--- src/rtl/pipelined_adder_nbit_if.sv ---
// Operand/result stream bundle for pipelined_adder_nbit.
// The master side issues operand beats and sinks results; the slave is the adder.
interface pipelined_adder_nbit_if #(
    parameter int WIDTH = 16
);
    logic             in_valid;
    logic             in_ready;
    logic [WIDTH-1:0] a;
    logic [WIDTH-1:0] b;
    logic             cin;
    logic             sub;
    logic             out_valid;
    logic             out_ready;
    logic [WIDTH-1:0] sum;
    logic             cout;
    logic             ovf;

    modport master (
        output in_valid, a, b, cin, sub, out_ready,
        input  in_ready, out_valid, sum, cout, ovf
    );

    modport slave (
        input  in_valid, a, b, cin, sub, out_ready,
        output in_ready, out_valid, sum, cout, ovf
    );
endinterface

--- src/rtl/pipelined_adder_nbit.sv ---
// Sliced-carry adder/subtractor: STAGES register stages, each adding one
// SW-bit slice. Unconsumed operand slices ride in shrinking skew registers,
// finished sum slices accumulate in growing de-skew registers. Valid/ready
// on both sides with bubble collapsing.
module pipelined_adder_nbit #(
    parameter int WIDTH  = 16,
    parameter int STAGES = 4
) (
    input  logic                  clk,
    input  logic                  rst_n,
    pipelined_adder_nbit_if.slave bus
);
    localparam int SW = WIDTH / STAGES;

    if (STAGES < 1 || STAGES > WIDTH || (WIDTH % STAGES) != 0) begin : g_param_check
        $error("pipelined_adder_nbit: need 1 <= STAGES <= WIDTH and WIDTH %% STAGES == 0");
    end

    logic [STAGES-1:0] vld_pipe;  // per-stage valid
    logic [STAGES:0]   vchain;    // valid offered to each stage (input beat at bit 0)
    logic [STAGES-1:0] rdy;       // stage may take a new beat this cycle
    logic [STAGES-1:0] ld;        // stage actually captures a beat this cycle

    assign vchain = {vld_pipe, bus.in_valid};

    // Ready ripples back from out_ready: a stage is free when empty or draining.
    always_comb begin
        logic r;
        r  = bus.out_ready;
        ld = '0;
        for (int k = STAGES - 1; k >= 0; k--) begin
            r      = !vld_pipe[k] || r;
            rdy[k] = r;
            ld[k]  = r & vchain[k];
        end
    end

    // Valid bits advance into every stage whose slot is free.
    always_ff @(posedge clk or negedge rst_n) begin
        if (!rst_n) begin
            vld_pipe <= '0;
        end else begin
            for (int k = 0; k < STAGES; k++)
                if (rdy[k]) vld_pipe[k] <= vchain[k];
        end
    end

    assign bus.in_ready  = rdy[0];
    assign bus.out_valid = vld_pipe[STAGES-1];

    for (genvar k = 0; k < STAGES; k++) begin : g_stg
        localparam int AW   = WIDTH - k * SW;   // operand bits not yet added
        localparam int DONE = (k + 1) * SW;     // sum bits complete after this stage

        logic [AW-1:0]   a_in;
        logic [AW-1:0]   b_in;
        logic            c_in;
        logic [SW:0]     slice;
        logic [DONE-1:0] s_d;
        logic [DONE-1:0] s_q;
        logic            c_q;

        if (k == 0) begin : g_src
            // B is inverted on entry so the mode travels with the beat.
            assign a_in = bus.a;
            assign b_in = bus.b ^ {WIDTH{bus.sub}};
            assign c_in = bus.sub | bus.cin;
            assign s_d  = slice[SW-1:0];
        end else begin : g_src
            assign a_in = g_stg[k-1].g_skew.a_q;
            assign b_in = g_stg[k-1].g_skew.b_q;
            assign c_in = g_stg[k-1].c_q;
            assign s_d  = {slice[SW-1:0], g_stg[k-1].s_q};
        end

        assign slice = {1'b0, a_in[SW-1:0]} + {1'b0, b_in[SW-1:0]} + {{SW{1'b0}}, c_in};

        // Partial sum and inter-slice carry captured only when the stage advances.
        always_ff @(posedge clk or negedge rst_n) begin
            if (!rst_n) begin
                s_q <= '0;
                c_q <= 1'b0;
            end else if (ld[k]) begin
                s_q <= s_d;
                c_q <= slice[SW];
            end
        end

        if (AW > SW) begin : g_skew
            logic [AW-SW-1:0] a_q;
            logic [AW-SW-1:0] b_q;

            // Upper operand slices ride along until their own stage.
            always_ff @(posedge clk or negedge rst_n) begin
                if (!rst_n) begin
                    a_q <= '0;
                    b_q <= '0;
                end else if (ld[k]) begin
                    a_q <= a_in[AW-1:SW];
                    b_q <= b_in[AW-1:SW];
                end
            end
        end else begin : g_out
            logic ovf_q;

            // Carry into the MSB is recovered as a ^ b ^ s at the top bit.
            always_ff @(posedge clk or negedge rst_n) begin
                if (!rst_n)
                    ovf_q <= 1'b0;
                else if (ld[k])
                    ovf_q <= slice[SW] ^ (a_in[SW-1] ^ b_in[SW-1] ^ slice[SW-1]);
            end

            assign bus.sum  = s_q;
            assign bus.cout = c_q;
            assign bus.ovf  = ovf_q;
        end
    end
endmodule

--- src/flat_wrapper.sv ---
// flat-port wrapper written by rule: the top's interface ports become plain ports
module pipelined_adder_nbit_flat 
#(
    parameter int WIDTH  = 16,
    parameter int STAGES = 4
)
  (clk, rst_n, bus_in_valid, bus_a, bus_b, bus_cin, bus_sub, bus_out_ready, bus_in_ready, bus_out_valid, bus_sum, bus_cout, bus_ovf);
  pipelined_adder_nbit_if #(.WIDTH(WIDTH)) bus_i ();
  input  logic clk;
  input  logic rst_n;
  input wire logic [$bits(bus_i.in_valid)-1:0] bus_in_valid;
  input wire logic [$bits(bus_i.a)-1:0] bus_a;
  input wire logic [$bits(bus_i.b)-1:0] bus_b;
  input wire logic [$bits(bus_i.cin)-1:0] bus_cin;
  input wire logic [$bits(bus_i.sub)-1:0] bus_sub;
  input wire logic [$bits(bus_i.out_ready)-1:0] bus_out_ready;
  output wire logic [$bits(bus_i.in_ready)-1:0] bus_in_ready;
  output wire logic [$bits(bus_i.out_valid)-1:0] bus_out_valid;
  output wire logic [$bits(bus_i.sum)-1:0] bus_sum;
  output wire logic [$bits(bus_i.cout)-1:0] bus_cout;
  output wire logic [$bits(bus_i.ovf)-1:0] bus_ovf;
  assign bus_i.in_valid = bus_in_valid;
  assign bus_i.a = bus_a;
  assign bus_i.b = bus_b;
  assign bus_i.cin = bus_cin;
  assign bus_i.sub = bus_sub;
  assign bus_i.out_ready = bus_out_ready;
  assign bus_in_ready = bus_i.in_ready;
  assign bus_out_valid = bus_i.out_valid;
  assign bus_sum = bus_i.sum;
  assign bus_cout = bus_i.cout;
  assign bus_ovf = bus_i.ovf;
  pipelined_adder_nbit #(.WIDTH(WIDTH), .STAGES(STAGES)) u_core (.clk(clk), .rst_n(rst_n), .bus(bus_i));
endmodule
--- config.mk ---
export PLATFORM = sky130hd
export DESIGN_NAME = pipelined_adder_nbit_flat
export DESIGN_NICKNAME = d
export VERILOG_FILES = /design/src/rtl/pipelined_adder_nbit_if.sv /design/src/rtl/pipelined_adder_nbit.sv /design/src/flat_wrapper.sv
export SDC_FILE = /design/constraint.sdc
export NUM_CORES = 1
export LEC_CHECK = 0
export ABC_CLOCK_PERIOD_IN_PS = 2490
export BUFFER_PORTS_ARGS = -buffer_cell sky130_fd_sc_hd__clkbuf_2
export CORE_UTILIZATION = 31
export CTS_BUF_LIST = sky130_fd_sc_hd__clkbuf_8
export DETAILED_ROUTE_END_ITERATION = 12
export PLACE_DENSITY = 0.58
export SLEW_MARGIN = 20
export SYNTH_ARGS = -nofsm -noshare
export SYNTH_HDL_FRONTEND = slang
export SYNTH_SLANG_ARGS = --single-unit
--- constraint.sdc ---
create_clock -name clk -period 2.49 [get_ports clk]
set_clock_uncertainty 0.2 [all_clocks]
set_input_delay 0.1245 -clock clk [delete_from_list [all_inputs] [get_ports clk]]
set_output_delay 0.1245 -clock clk [all_outputs]
set_load 0.03 [all_outputs]
==> flow_summary.toml, run 1 <==
[worst_setup_path]
r2r-start = "u_core.g_stg[2].g_skew.b_q[0]"
critPathLaunch = "u_core.g_stg[2].g_skew.b_q[0]"
worstPathMaxFanout = 2
critPathCapture = "u_core.bus.ovf"
crit_arrival_ns = 2.27
reg2reg_depth = 6
cp-end-kind = "flip-flop"
worst-r2r-setup-slack_ns = 0.26
r2r_end = "u_core.bus.ovf"
cp-start-kind = "flip-flop"
worst-setup-path-type = "flip-flop to flip-flop"
required_ns = 2.53

[floorplan]
start_util = 0.320
die-area_sq_um = 14200
fp.coreArea_sq_um = 13300
die_w_microns = 119
die_h_microns = 119
ios = 58
row_count = 42

[logic_synthesis]
synth-edff-count = 0
synth-seq-cells = 97
synth_cell_types = 22
postSynth.asyncResetShare = 1.00
synth.avg_cell_area_sq_um = 13.4
ys.flop_type = "dfrtp_1"
synthesis.area_sq_um = 4260
syn_nets = 376
synth_cells = 318
ys_warn_count = 0
yosysSeqAreaShare = 0.570

[sta]
finalSetupViolCount = 0
worstMarginPinSlew_ns = 0.731
fin_setup_tns_ns = 0
rsz0062_at_grt = "no"
max_freq_ghz = 0.449
relSlewSlack = 0.513
hold_viol_final = 0
holdWs_ns = 0.0523
fin_crit_ns = 2.23
slew_viol_final = 0
period_share = 0.895

[cts]
htree_levels = 3
cts_setup_buffers = 0
root_buffer = "clkbuf_8"
cts_tree = "yes"
numCtsBuffers = 9
clk_latency_ns = 0.36
path_clk_slew_ns = 0.09
cts.sinks = 97
clockBufferDepth = 2

[drt]
drt_first_pass_iters = 6
wl_microns = 7810
avgViaCountPerCell = 4.37
ant_nets = 0
drt_first_iter_violations = 110
wl_per_cell_microns = 13.2
routed-via-count = 2581
drc = 0

[finish]
fin_cells = 591
drive_above_1_share = 0.357
n_antenna_cell = 0
final_cell_area_sq_um = 5260
area_growth_pct = 23.5
nNetsFinal = 468
final.fill_count = 1305

[grt]
antenna_found_initial = 0
grt_pass1_wl_microns = 13100
grt_use_total = 0.120
grt_max_degree = 58
grt_remaining_overflow = 0
grt_pass1_vias = 2717

[place]
placed_area_sq_um = 4750
post-place-cells = 544
port_buffers = 57
hpwl_microns = 5190
gp_congestion = 0.696

[hold_path]
hold_class = "input pin to flip-flop"

[power_and_ir_drop]
ir_drop_mv = 0.324
p_per_area_nw_per_um2 = 986
leakagePower_nw = 2.45

[run_status]
status = "completed"

[run]
drv_cap = 0
[power breakdown]
part           switching [mW]  internal, mW  total, mW
Clock                   0.531         0.487       1.02
Combinational           0.906         0.843       1.75
Sequential              0.303          2.12       2.42
Total                    1.74          3.45       5.19
[cells in the final DEF, fill, tap and decap left out, drive strengths merged]
cell type / instances
fa: 8
nor2b: 1
a21o: 8
dlygate4sd3: 31
buf: 7
nor2: 1
a21oi: 9
o21ai: 28
clkinv: 3
nand3b: 1
xnor2: 13
bufinv: 1
mux2: 65
ha: 12
dfrtp: 97
inv: 15
nand2: 30
nand4b: 1
or2: 3
xor2: 12
clkbuf: 66
nand2b: 3
[sequential cells by signal, summed over array words and instances, names as in the netlist]
signal                   count
u_core.bus.cout              1
u_core.bus.ovf               1
u_core.bus.sum              16
u_core.g_stg.c_q             3
u_core.g_stg.g_skew.a_q     24
u_core.g_stg.g_skew.b_q     24
u_core.g_stg.s_q            24
u_core.vld_pipe              4
[worst max-delay path: stages (launching register included)]
cell and delay (ns):
dfrtp_1 0.41, fa_1 0.46, fa_1 0.42, a21o_1 0.19, a21oi_1 0.20, xnor2_1 0.14
o21ai_0 0.09
[synthesized netlist by cell type, drive strengths merged (8+ instances only)]
cell type / count / share of area
fa: 8 / 0.038
inv: 13 / 0.011
xor2: 12 / 0.025
a21o: 8 / 0.014
a21oi: 9 / 0.011
ha: 12 / 0.035
mux2: 65 / 0.17
xnor2: 13 / 0.027
nand2: 30 / 0.026
dfrtp: 97 / 0.57
buf: 12 / 0.018
o21ai: 28 / 0.036
[stage by stage]
step                 util  setup slack (ns)  power (mW)
floorplan               -             0.336        3.70
global placement    0.358             0.305        4.14
detailed placement  0.358             0.260        4.21
CTS                 0.396             0.247        5.29
global route        0.396             0.169        5.56
finish              0.396             0.262        5.19
[what timing repair did]
item | 4_1_cts | 5_1_grt
endpoints found under the hold margin | 87 | 0
endpoints found under the setup margin | 0 | 0
resized for setup | 0 | 0
hold buffers | 31 | 0
[worst min-delay path by stage]
stage | startpoint | end | slack (ns) | cells after the start
2_1_floorplan | rst_n | u_core.bus.cout | -0.37 | 0
3_3_place_gp | rst_n | u_core.bus.sum[12] | 0.03 | 1
3_5_place_dp | rst_n | u_core.bus.sum[12] | 0.04 | 1
4_1_cts | bus_cin | u_core.g_stg[0].s_q[0] | 0.03 | 4
5_1_grt | bus_cin | u_core.g_stg[0].s_q[0] | 0.05 | 4
6_report | bus_cin | u_core.g_stg[0].s_q[0] | 0.05 | 4
[cell families (layout without fill, tap and decap cells)]
logic type	count (synthesis)	in the layout	share of synthesized area
buffers and inverters	26	123	0.0308
AOI/OAI and AO/OA	45	45	0.0602
adders and majority gates	20	20	0.0729
muxes	65	65	0.172
DFF	97	97	0.570
and+or+nand+nor	40	40	0.0429
xor gates and xnor gates	25	25	0.0514
[layer usage]
| metal | global-route usage | wire length, microns | vias up |
|---|---|---|---|
| li1 | - | - | 1259 |
| met1 | 0.149 | 3530 | 1275 |
| met2 | 0.202 | 3930 | 40 |
| met3 | 0.0273 | 243 | 7 |
| met4 | 0.0475 | 98 | 0 |
| met5 | 0 | 0 | - |
[layout make-up]
| class | count | area [sq um] | share of cell area |
|---|---|---|---|
| Clock buffer | 10 | 138 | 0.0262 |
| Clock inverter | 6 | 57.6 | 0.0109 |
| Inverter | 13 | 48.8 | 0.00928 |
| Multi-Input combinational cell | 195 | 1700 | 0.323 |
| Sequential cell | 97 | 2430 | 0.461 |
| Tap cell | 176 | 220 | 0.0419 |
| Timing Repair Buffer | 94 | 668 | 0.127 |
Power figures use the tool's default switching activity.
==> run 2: changes to the inputs <==
ABC_AREA = 1   (was default)
==> run 2 against run 1 <==
Effect of this change:
- synthesized cell count is 60% higher
- non-clock buffer count is 2 lower
- largest power group unchanged
- final area is 3.3% higher
- utilization is 0.74 points lower
- maximum frequency is 9.4% higher
- sequential power is 2% lower
- die area is 4.8% higher
==> flow_summary.toml, run 2 <==
[run_status]
status = "completed"

[finish]
top_regs = "u_core.g_stg.g_skew.a_q (24), u_core.g_stg.g_skew.b_q (24), u_core.g_stg.s_q (24)"
drive_above_1_share = 0.147
layout_common_cells = "nand2_1 (238), dfrtp_1 (97), clkbuf_2 (56), nand3_1 (37)"
nNetsFinal = 646
n_antenna_cell = 0
area_growth_pct = 21.6
multi_input_area_sq_um = 1810
final_common_cell = "nand2_1"
fin_cells = 772
final.fill_count = 1459
regArea_sq_um = 2430

[power_and_ir_drop]
p_per_area_nw_per_um2 = 969
internal_power_mw = 3.34
swShare = 0.366
leakagePower_nw = 2.91
power.switching_mw = 1.92
comb_power_share = 0.326
seqPwrFrac = 0.450
clkPwrFrac = 0.224
ir_drop_mv = 0.276

[logic_synthesis]
synth.avg_cell_area_sq_um = 8.80
synth_top_area_cell = "dfrtp_1"
synth-seq-cells = 97
synth-simple-area-share = 0.264
synth_top_family_by_area = "simple AND/OR/NAND/NOR gates"
yosysSeqAreaShare = 0.543
yosys.area_share.xor_xnor = 0.0392
postSynth.asyncResetShare = 1.00
yosys.area_share.adder = 0.0694
synth_cells = 508
synth_mux_area_frac = 0
yosys.area.top_type_share = 0.543
ys.flop_type = "dfrtp_1"
synth_compound_area_frac = 0.0319
synth-edff-count = 0
synth_commonest_cells = "nand2_1 (238), dfrtp_1 (97), nand3_1 (37)"
yosysMostFrequentCell = "nand2_1"
synth.area.top_cells = "dfrtp_1 (54%), nand2_1 (20%), nand3_1 (4.1%)"
syn_nets = 566
ys_warn_count = 0
synth_cell_types = 24
synthesis.area_sq_um = 4470

[worst_setup_path]
crit_family = "adder cells"
crit_arrival_ns = 2.10
critPathCapture = "u_core.bus.ovf"
critPathLaunch = "u_core.g_stg[2].g_skew.b_q[0]"
path_cells = "fa_1 > fa_1 > nand2_1 > nand2_1 > nand2_1 > nand2_1 > nand3_1 > nand2_1"
critPathMostFrequentCell = "nand2_1"
worstPathMaxFanout = 3
worst-setup-path-type = "flip-flop to flip-flop"
cp-start-kind = "flip-flop"
slowest_delay_ns = 0.49
path_buf_inv = 0
r2r-start = "u_core.g_stg[2].g_skew.b_q[0]"
reg2reg_depth = 8
r2r_end = "u_core.bus.ovf"
worst-r2r-setup-slack_ns = 0.45
cp-end-kind = "flip-flop"
required_ns = 2.55
path_depth = 8
crit_path_top_delay_cell = "fa_1"

[floorplan]
die_w_microns = 122
die_h_microns = 122
die-area_sq_um = 14900
ios = 58
row_count = 43
start_util = 0.319
fp.coreArea_sq_um = 14000

[cts]
cts_tree = "yes"
cts_setup_buffers = 0
numCtsBuffers = 9
clk_latency_ns = 0.36
cts.sinks = 97
htree_levels = 3
root_buffer = "clkbuf_8"
clockBufferDepth = 2
path_clk_slew_ns = 0.09

[drt]
drt_first_pass_iters = 4
avgViaCountPerCell = 4.33
wl_microns = 9020
drc = 0
drt_first_iter_violations = 128
wl_per_cell_microns = 11.7
routed-via-count = 3346
ant_nets = 0

[place]
post-place-cells = 730
gp_congestion = 0.724
port_buffers = 57
hpwl_microns = 6480

[grt]
grt-busiest-layer = "met2"
grt_max_degree = 41
grt_use_total = 0.134
grt.met2_usage = 0.212
use_met3 = 0.0281
grt_remaining_overflow = 0
antenna_found_initial = 0
grt_pass1_wl_microns = 15700
met1_usage = 0.178
grt_pass1_vias = 3335

[sta]
holdWs_ns = 0.0339
fin_setup_tns_ns = 0
finalSetupViolCount = 0
slew_viol_final = 0
hold_viol_final = 0
relSlewSlack = 0.600
rsz0062_at_grt = "no"
period_share = 0.818
max_freq_ghz = 0.491
fin_crit_ns = 2.04
worstMarginPinSlew_ns = 0.599

[run]
drv_cap = 0

[hold_path]
hold_class = "input pin to flip-flop"
## run 2: how the worst min path moves through the flow
stage	cells past startpoint	endpoint	from	slack, ns
after global placement	1	u_core.bus.sum[6]	rst_n	-0.10
final	6	u_core.g_stg[0].c_q	bus_a[3]	0.03
after detailed placement	1	u_core.bus.sum[8]	rst_n	-0.1
after CTS	6	u_core.g_stg[0].c_q	bus_a[3]	0.02
after global routing	6	u_core.g_stg[0].c_q	bus_a[3]	0.07
after floorplan	0	u_core.bus.cout	rst_n	-0.37
## run 2: cell families after synthesis
group,after synthesis
AO/OA/AOI/OAI,28
XOR/XNOR,20
adder cells (fa/ha/maj),20
buffers and inverters,52
flip-flops,97
AND/OR/NAND/NOR,291
## run 2: layer usage
| metal | part of all wire | wire, microns | up-vias |
|---|---|---|---|
| met5 | 0 | 0 | - |
| met4 | 0.018 | 160 | 0 |
| met3 | 0.044 | 393 | 12 |
| met2 | 0.45 | 4070 | 61 |
| met1 | 0.49 | 4390 | 1535 |
| li1 | - | - | 1738 |
## run 2: cell type report
class | count | area share
sequential | 97 | 0.447
multi-input combinational | 359 | 0.333
timing repair buffer | 92 | 0.116
clock inverter | 6 | 0.0198
tap | 180 | 0.0415
clock buffer | 9 | 0.0228
inverter | 29 | 0.0200
## run 2: stage by stage
step | setup slack [ns] | utilization | instance area, sq um | total power [mW]
final | 0.454 | 0.388 | 5430 | 5.26
after global routing | 0.331 | 0.388 | 5430 | 5.69
after CTS | 0.459 | 0.388 | 5430 | 5.35
after detailed placement | 0.473 | 0.352 | 4930 | 4.11
after global placement | 0.497 | 0.352 | 4930 | 4.04
after floorplan | 0.392 | - | 4470 | 3.59
## run 2: power groups by stage
| stage | Clock, mW | Combinational, mW | Sequential, mW |
|---|---|---|---|
| after detailed placement | 0 | 1.71 | 2.40 |
| after global routing | 1.28 | 1.98 | 2.43 |
| after floorplan | 0 | 1.00 | 2.59 |
| after CTS | 1.22 | 1.75 | 2.37 |
| after global placement | 0 | 1.65 | 2.38 |
| final | 1.18 | 1.72 | 2.37 |
## run 2: tightest hold or removal path, delay by kind of cell
family | cells | cell delay, ns
simple gates | 2 | 0.14
fa+ha+maj | 1 | 0.13
compound gates | 2 | 0.09
buf+inv | 1 | 0.08
## run 2: repair_timing
| action | CTS | global route |
|---|---|---|
| gates resized for setup | 0 | 0 |
| setup endpoints to repair | 0 | 0 |
| endpoints found under the hold margin | 126 | 0 |
| hold buffers | 27 | 0 |
==> run 3: changes to the inputs <==
ABC_CLOCK_PERIOD_IN_PS = 2100   (was 2490)
clock period = 2.1 ns   (was 2.49 ns; I/O delays follow)
==> run 3 against run 2 <==
Effect of this change:
- utilization is 0.64 points higher
- clock power up 19%
- via count up 1.6%
- count of clock-buffer cells in the layout stayed put
- combinational power up 20%
- worst hold slack got worse by 0.0031 ns
- wire length fell by 0.58%
- flip-flop and latch count did not move
- die area is the same
- final area increased by 1.7%
- power rose by 19%
- critical path type unchanged
- critical endpoint unchanged
- largest cell class unchanged
- highest routed layer unchanged
==> flow_summary.toml, run 3 (synthesis results as in run 2) <==
[finish]
final_common_cell = "nand2_1"
final.fill_count = 1424
top_regs = "u_core.g_stg.g_skew.a_q (24), u_core.g_stg.g_skew.b_q (24), u_core.g_stg.s_q (24)"
fin_cells = 780
drive_above_1_share = 0.150
area_growth_pct = 23.6
nNetsFinal = 654
n_antenna_cell = 0
layout_common_cells = "nand2_1 (238), dfrtp_1 (97), clkbuf_2 (56), nand3_1 (37), dlygate4sd3_1 (33)"
fin_util = 0.395
final_cell_area_sq_um = 5520

[worst_setup_path]
critPathLaunch = "u_core.g_stg[2].g_skew.b_q[0]"
path_depth = 8
crit_family = "adder cells"
crit_path_top_delay_cell = "dfrtp_1"
required_ns = 2.16
crit_arrival_ns = 2.02
r2r-start = "u_core.g_stg[2].g_skew.b_q[0]"
worstPathMaxFanout = 3
r2r_end = "u_core.bus.ovf"
worst-setup-path-type = "flip-flop to flip-flop"
path_cells = "fa_2 > fa_1 > nand2_1 > nand2_1 > nand2_1 > nand2_1 > nand3_1 > nand2_1"
reg2reg_depth = 8
critPathMostFrequentCell = "nand2_1"
slowest_delay_ns = 0.42
path_buf_inv = 0
worst-r2r-setup-slack_ns = 0.13
critPathCapture = "u_core.bus.ovf"
cp-end-kind = "flip-flop"
cp-start-kind = "flip-flop"

[hold_path]
hold_class = "input pin to flip-flop"
min_path_cells = 5

[place]
placed_area_sq_um = 4940
hpwl_microns = 6450
port_buffers = 57
gp_congestion = 0.754
pre_cts_slack_ns = 0.0793
post-place-cells = 732

[sta]
period_share = 0.937
max_freq_ghz = 0.508
fin_crit_ns = 1.97
holdWs_ns = 0.0308
relSlewSlack = 0.366
finalSetupViolCount = 0
rsz0062_at_grt = "no"
worstMarginPinSlew_ns = 0.947
slew_viol_final = 0
fin_setup_tns_ns = 0
hold_viol_final = 0
setup_ws_ns = 0.132

[floorplan]
die-area_sq_um = 14900
ios = 58
fp.coreArea_sq_um = 14000
row_count = 43
die_h_microns = 122
start_util = 0.319
die_w_microns = 122

[run_status]
status = "completed"

[grt]
grt_pass1_wl_microns = 15400
antenna_found_initial = 0
grt_max_degree = 46
grt_remaining_overflow = 0
grt_use_total = 0.132
grt_pass1_vias = 3330

[drt]
drc = 0
ant_nets = 0
wl_microns = 8970
drt_first_iter_violations = 191
routed-via-count = 3400
drt_first_pass_iters = 6
avgViaCountPerCell = 4.36
wl_per_cell_microns = 11.5

[power_and_ir_drop]
ir_drop_mv = 0.328
p_per_area_nw_per_um2 = 1140
finalPower_mw = 6.27
leakagePower_nw = 2.94

[cts]
path_clk_slew_ns = 0.09
cts_tree = "yes"
cts.sinks = 97
root_buffer = "clkbuf_8"
clockBufferDepth = 2
clk_latency_ns = 0.36
htree_levels = 3
numCtsBuffers = 9

[run]
drv_cap = 0
==> run 3: changes by cell type in the layout (fill, tap and decap cells not counted), sizes merged <==
cell         previous run  this run
dlygate4sd3            27        33
buf                     9        11
==> run 3: worst register-to-register path: stages, from the launching register on <==
cell and delay, ns:
dfrtp_1 0.42, fa_2 0.42, fa_1 0.41, nand2_1 0.11, nand2_1 0.06, nand2_1 0.07, nand2_1 0.05, nand3_1 0.08
nand2_1 0.05
==> run 3: what timing repair did <==
action	4_1_cts	5_1_grt
endpoints found under the hold margin	130	0
buffers inserted	0	0
gates resized for setup	0	3
endpoints found under the setup margin	0	4
hold buffers	33	0
==> run 3: how the worst min path moves through the flow <==
stage,start,end
after floorplan,rst_n,u_core.bus.cout
after global placement,rst_n,u_core.bus.sum[7]
after CTS,bus_cin,u_core.g_stg[0].s_q[0]
after detailed placement,rst_n,u_core.bus.sum[6]
final,bus_cin,u_core.g_stg[0].s_q[0]
after global routing,bus_cin,u_core.g_stg[0].s_q[0]
==> run 3: cell type report <==
cell class / instances / area (sq um) / area share
well taps: 180 / 225 / 0.0408
flip-flops and latches: 97 / 2430 / 0.440
inverters: 29 / 109 / 0.0197
multi-input cells: 359 / 1820 / 0.329
repair buffers: 100 / 709 / 0.128
clock inverters: 6 / 108 / 0.0195
clock buffers: 9 / 124 / 0.0224
==> run 3: power breakdown <==
group          switching, mW  total, mW  internal [mW]
Clock                  0.628       1.41          0.780
Combinational           1.31       2.06          0.747
Sequential             0.356       2.81           2.45
Total                   2.29       6.27           3.98
==> run 3: routing by layer <==
metal / up-vias / global-route usage / part of all wire
li1: 1750 / - / -
met2: 58 / 0.206 / 0.46
met3: 9 / 0.0225 / 0.038
met4: 0 / 0.0617 / 0.017
met1: 1583 / 0.177 / 0.49
met5: - / 0 / 0
